`src/rtl/pipe_ctrl_seq.sv`:
```
// pipe_ctrl_seq: control-flow and wait sequencer for the 3-stage RV32 core.
// Optional PIPE_CTRL_PERF_EN adds stall_cycles / trap_count counters.
module pipe_ctrl_seq #(
  parameter int MEM_TIMEOUT = 16,
  parameter int CNT_W       = 8
) (
  input  logic       clk,
  input  logic       rst_n,
  input  logic       valid_s2,
  input  logic       dmem_req_s2,
  input  logic       dmem_ack,
  input  logic       br_taken,
  input  logic       mret_s2,
  input  logic       irq_pending,
  output logic       stall_s1,
  output logic       stall_s2,
  output logic       flush_s1,
  output logic       flush_s2,
  output logic [1:0] pc_sel,
  output logic       trap_take,
  output logic [1:0] trap_cause,
  output logic       mret_take
`ifdef PIPE_CTRL_PERF_EN
  ,
  output logic [31:0] stall_cycles,
  output logic [15:0] trap_count
`endif
);

  typedef enum logic [1:0] {
    RUN, MEM_WAIT, TRAP, RET_HOLD
  } state_t;

  localparam logic [CNT_W-1:0] CNT_LAST =
    CNT_W'(MEM_TIMEOUT - 1);
  localparam logic [CNT_W-1:0] CNT_ONE = CNT_W'(1);

  state_t           state, state_n;
  logic [CNT_W-1:0] cnt, cnt_n;

  logic       st1_c, st2_c, fl1_c, fl2_c;
  logic [1:0] pc_c, cause_c;
  logic       trap_c, mret_c;
  logic       irq_go, mem_en, ctl_en;

  // State and wait-counter register.
  always_ff @(posedge clk or negedge rst_n) begin
    if (!rst_n) begin
      state <= RUN;
      cnt   <= '0;
    end else begin
      state <= state_n;
      cnt   <= cnt_n;
    end
  end

  // Next-state and Mealy outputs; irq wins, then mem wait, mret, branch.
  always_comb begin
    state_n = state;
    cnt_n   = cnt;
    st1_c   = 1'b0;
    st2_c   = 1'b0;
    fl1_c   = 1'b0;
    fl2_c   = 1'b0;
    pc_c    = 2'b00;
    cause_c = 2'b00;
    trap_c  = 1'b0;
    mret_c  = 1'b0;
    irq_go  = 1'b0;
    mem_en  = 1'b0;
    ctl_en  = 1'b0;

    unique case (state)
      RUN: begin
        irq_go = valid_s2 & irq_pending;
        mem_en = valid_s2 & ~irq_pending;
        ctl_en = valid_s2 & ~irq_pending;
      end
      RET_HOLD: begin
        state_n = RUN;
        mem_en  = valid_s2;
        ctl_en  = valid_s2;
      end
      MEM_WAIT: begin
        if (dmem_ack) begin
          state_n = RUN;
          cnt_n   = '0;
          ctl_en  = 1'b1;
        end else if (cnt == CNT_LAST) begin
          state_n = TRAP;
          cnt_n   = '0;
          trap_c  = 1'b1;
          cause_c = 2'b10;
          fl1_c   = 1'b1;
          fl2_c   = 1'b1;
          pc_c    = 2'b10;
        end else begin
          st1_c = 1'b1;
          st2_c = 1'b1;
          cnt_n = cnt + CNT_ONE;
        end
      end
      TRAP: begin
        state_n = RUN;
      end
    endcase

    if (irq_go) begin
      state_n = TRAP;
      trap_c  = 1'b1;
      cause_c = 2'b01;
      fl1_c   = 1'b1;
      fl2_c   = 1'b1;
      pc_c    = 2'b10;
    end else if (mem_en && dmem_req_s2 && !dmem_ack) begin
      state_n = MEM_WAIT;
      cnt_n   = CNT_ONE;
      st1_c   = 1'b1;
      st2_c   = 1'b1;
    end else if (ctl_en && mret_s2) begin
      state_n = RET_HOLD;
      mret_c  = 1'b1;
      pc_c    = 2'b11;
      fl1_c   = 1'b1;
    end else if (ctl_en && br_taken) begin
      pc_c  = 2'b01;
      fl1_c = 1'b1;
    end
  end

  // Force every output low while reset is held, independent of the clock.
  assign stall_s1   = rst_n & st1_c;
  assign stall_s2   = rst_n & st2_c;
  assign flush_s1   = rst_n & fl1_c;
  assign flush_s2   = rst_n & fl2_c;
  assign pc_sel     = rst_n ? pc_c : 2'b00;
  assign trap_take  = rst_n & trap_c;
  assign trap_cause = rst_n ? cause_c : 2'b00;
  assign mret_take  = rst_n & mret_c;

`ifdef PIPE_CTRL_PERF_EN
  // Saturating stall counter and wrapping trap counter.
  always_ff @(posedge clk or negedge rst_n) begin
    if (!rst_n) begin
      stall_cycles <= '0;
      trap_count   <= '0;
    end else begin
      if (stall_s2 && stall_cycles != 32'hFFFF_FFFF)
        stall_cycles <= stall_cycles + 32'd1;
      if (trap_take)
        trap_count <= trap_count + 16'd1;
    end
  end
`endif

endmodule

```
`config.mk`:
```
export PLATFORM = sky130hd
export DESIGN_NAME = pipe_ctrl_seq
export DESIGN_NICKNAME = d
export VERILOG_FILES = /design/src/rtl/pipe_ctrl_seq.sv
export SDC_FILE = /design/constraint.sdc
export NUM_CORES = 1
export LEC_CHECK = 0
export CAP_MARGIN = 0
export CORE_ASPECT_RATIO = 1.1
export CORE_MARGIN = 3
export CORE_UTILIZATION = 57
export CTS_BUF_LIST = sky130_fd_sc_hd__clkbuf_8
export CTS_CLUSTER_DIAMETER = 120
export DETAILED_ROUTE_END_ITERATION = 6
export PLACE_DENSITY = 0.87
export SLEW_MARGIN = 20
export SYNTH_ARGS = -nofsm -noshare
export SYNTH_HDL_FRONTEND = slang
export SYNTH_SLANG_ARGS = --single-unit
```
`constraint.sdc`:
```
create_clock -name clk -period 3.6 [get_ports clk]
set_input_delay 0.72 -clock clk [delete_from_list [all_inputs] [get_ports clk]]
set_output_delay 0.72 -clock clk [all_outputs]
set_load 0.01 [all_outputs]
```
==> flow_results.org <==
** Global route
- The first global-routing pass estimated about 3700 µm of wire.
- Gr usage total :: 0.239
- The number of global-route vias before repair came to approximately 880.
- After global routing the overflow that remains totals 0.
- The number of antenna violations at the first check in global routing is 0.
- Entering global routing, the biggest net connects 13 pins.

** Logic synthesis
- Syn Inst Count :: roughly 110
- Number of nets in the synthesized netlist :: 119
- In this run the cell area of the synthesized design comes to around 900 µm².
- Total number of yosys warnings :: 0
- After synthesis the netlist holds a flip-flop and latch count of 10.
- Number of enable flip-flop cells after synthesis :: 0
- The synthesized netlist contains 39 unique library cells.
- Async S/R FF share, synth :: 1.00
- Averaged over all synthesized cells, the footprint is between 8 and 9 µm².
- The share of the Yosys chip area taken by registers is 0.278.
- Predominant post-synthesis flop cell :: dfrtp_1

** Setup path
- Worst Path Class, Setup :: in2out
- For flop-to-flop paths, the worst setup slack is 1.53 ns.
- In this run the worst path has a maximum fanout of 7.
- Required @ worst endpoint :: between 2 and 3 ns
- Cell family contributing the most delay on the critical path :: buffers and inverters
- The worst setup path is captured at an output pin.
- The most critical setup path has its endpoint at pc_sel[0].
- Counting stages on the worst path, the most repeated cell is clkdlybuf4s50_1.
- Startpoint kind of the worst setup timing path :: input pin
- Counting both buffers and inverters, the worst setup path holds a total of 2.
- The startpoint identified for the worst register-to-register timing path is state[1].
- Worst setup path startpoint :: irq_pending
- For the worst flop-to-flop path, the logic depth is 7.
- Ordered list of cells on the worst path :: clkdlybuf4s50_1 > nor2b_2 > o221ai_1 > a311oi_1 > and3_1 > clkdlybuf4s50_1
- For this run, the slowest stage of the critical path takes 0.54 ns.
- The largest individual stage delay along the critical path comes from the cell clkdlybuf4s50_1.
- Reg2reg end :: cnt[7]
- Data arrival time at the worst-slack endpoint :: 2.82 ns
- In this run the number of cells on the critical path is 6.

** Timing
- For the finished layout, the period the worst path requires is 3.54 ns.
- Count of pins over their slew limit :: 0
- Number of hold violations in the final report :: 0
- In the finished design, the share of the clock period the worst path needs comes to 0.983.
- Post-Route Skew :: roughly 0.0039 ns
- RSZ-0062 raised after global routing :: false
- Setup violations remaining at the end of the flow were counted as 0.
- Headroom to the max-slew limit came out at 0.720.
- At the pin with the least slew margin, the transition time is around 0.42 ns.
- Max frequency :: approximately 280 MHz

** Place
- PortBufs :: 17
- Weighted congestion reported at the end of routability-driven placement :: between 0.8 and 0.9
- DP HPWL :: between 1500 and 2000 µm

** Floorplan
- Initial cell density of the core :: 0.634
- Vertical extent of the die :: roughly 48 µm
- In this run the horizontal extent of the chip is ~44 µm.
- During I/O placement, the number of pins put on the boundary was 18.
- The floorplan step defined a die boundary enclosing roughly 2100 µm².
- CORE AREA :: roughly 1400 µm²
- The initialized floorplan defines 14 standard-cell rows.

** Clocking
- H-tree levels :: 1
- Clk Tree Root Cell :: clkbuf_8
- TritonCTS clock tree :: yes
- Clock latency on the worst-skew pair, taken at its later pin, is between 0.2 and 0.25 ns.
- Counting along the longest clock path gives a buffer depth of 2.
- Post-CTS timing repair inserted 0 buffers for setup.
- Reg clk slew, reported paths :: 0.05 ns
- CTS Hold Bufs :: 0
- Clock tree synthesis found a total of 10 sinks.
- Resized cells post-CTS :: 1
- Clock tree synthesis inserted a total of 3 buffers.

** Power and ir drop
- Total power divided by cell area :: just over 500 nW/µm²
- Of the total power, combinational logic draws 0.489.
- Internal Power :: 0.354 mW
- Power share of the sequential group :: 0.317
- For this design the static power due to leakage is 0.472 nW.
- Share of power burned in the clock network :: 0.194
- Switching portion of total power :: 0.389
- Power comes to about 0.58 mW.
- Max IR drop VDD :: ~0.37 mV
- For this design the total switching power over the nets is between 0.2 and 0.25 mW.

** Finish
- Net total in the final layout :: 140
- The layout has between 90 and 100 filler cells.
- Fraction of final layout cells with drive strength greater than 1 :: 0.105
- Final core utilization :: 0.796
- In the final layout, flip-flops and latches occupy between 200 and 300 µm².
- Relative to the synthesized area, the layout overhead comes to 25.6%.
- The multi-input combinational cells in the finished layout cover a total of 588 µm².
- Antenna diodes :: 0

** Detailed routing
- The count of nets left with antenna violations once routing finished came out at 0.
- Detailed-route via count :: about 910
- In this run, the number of DRC markers left after iteration 0 of detailed routing was 22.
- Final Routed Wirelength :: 2230 µm
- For this run, the detailed router's first-pass iteration total came to 4.
- Average routed wire per standard cell :: 15.9 µm
- In the routed design, unresolved DRC markers number 0.
- Dividing the detail-routed via count by the number of cells gives 6.49.

** Outcome
- Run status :: complete, no violations

** Hold path
- Worst min-delay path category :: reg2reg

** Run
- Across the run, the number of max-cap violations was 0.
[worst min path at each step]
stage,startpoint,end,slack (ns),depth (start not counted)
final,cnt[7],cnt[7],0.51,1
after global routing,cnt[7],cnt[7],0.52,1
after CTS,cnt[7],cnt[7],0.50,1
after detailed placement,cnt[7],cnt[7],0.50,1
after global placement,cnt[7],cnt[7],0.48,1
after floorplan,rst_n,cnt[0],0.42,0
[synth_stat cells (2+ instances only)]
master / number / area [µm²]
a21o_1: 2 / 15.0
a21oi_1: 4 / 20.0
and3_1: 4 / 25.0
a41oi_1: 2 / 17.5
o211ai_1: 3 / 22.5
nor3_1: 3 / 15.0
nand2_1: 8 / 30.0
o21ai_0: 6 / 30.0
dfrtp_1: 10 / 250
buf_2: 3 / 15.0
nand2b_1: 5 / 31.3
o21a_1: 3 / 22.5
a22oi_1: 2 / 15.0
ha_1: 6 / 75.1
nor2b_1: 3 / 18.8
or4b_1: 2 / 20.0
inv_1: 6 / 22.5
a311oi_1: 5 / 43.8
buf_4: 2 / 15.0
nand3_1: 2 / 10.0
nor2_1: 6 / 22.5
[worst reg2reg max path: cells and delay by family, from the launching register on]
kind / cells / cell delay (ns)
flops: 1 / 0.43
buf+inv: 2 / 0.27
compound gates: 3 / 0.57
simple gates: 1 / 0.29
fa+ha+maj: 1 / 0.41
[cell type report]
type,count,area share
multi-input cells,83,0.520
repair buffers,22,0.184
well taps,16,0.0177
clock buffers,3,0.0365
flip-flops and latches,10,0.221
inverters,6,0.0199
[layer usage]
layer	track usage	part of all wire	vias to the layer above
li1	-	-	439
met1	0.270	0.42	423
met2	0.413	0.50	35
met3	0.0414	0.050	11
met4	0.175	0.033	0
met5	0	0	-
[stage by stage]
stage / setup TNS [ns] / instances / setup WS [ns] / hold WS, ns / instance area, µm²
after floorplan: 0 / 105 / 1.03 / 0.424 / 900
after global placement: 0 / 137 / 0.128 / 0.483 / 1090
after detailed placement: -0.0256 / 137 / -0.0256 / 0.498 / 1090
after CTS: 0 / 140 / 0.0891 / 0.501 / 1130
after global routing: 0 / 140 / 0.00670 / 0.519 / 1130
final: 0 / 140 / 0.0600 / 0.506 / 1130
[layout by cell type, fill, tap and decap left out, types with 2 or more instances in the layout]
cell type        Yosys  layout
dfrtp_1             10      10
nor2_1               6       6
nand2_1              8       8
and3_1               4       4
nand3_1              2       2
buf_4                2       5
o211ai_1             3       3
or4b_1               2       2
a311oi_1             5       5
o21a_1               3       3
nor3_1               3       3
inv_1                6       6
a21oi_1              4       4
clkdlybuf4s50_1      0      17
nor2b_1              3       2
ha_1                 6       6
o21ai_0              6       6
a41oi_1              2       2
nand2b_1             5       5
a22oi_1              2       2
clkbuf_8             0       3
a21o_1               2       2
[sequential cells by signal, summed over array words and instances (netlist names)]
name / count
state: 2
cnt: 8
[power by group through the flow]
stage	clock [mW]	combinational, mW	sequential [mW]
final	0.112	0.283	0.184
after global routing	0.119	0.318	0.191
after CTS	0.115	0.282	0.184
after detailed placement	0	0.279	0.184
after global placement	0	0.270	0.183
after floorplan	0	0.206	0.175
[kinds of logic after synthesis]
family | share of synthesized area
simple gates | 0.239
buf+inv | 0.0709
mux | 0.0111
flops | 0.278
compound gates | 0.317
fa+ha+maj | 0.0834
Note: power is estimated with default switching activity, not from simulation.
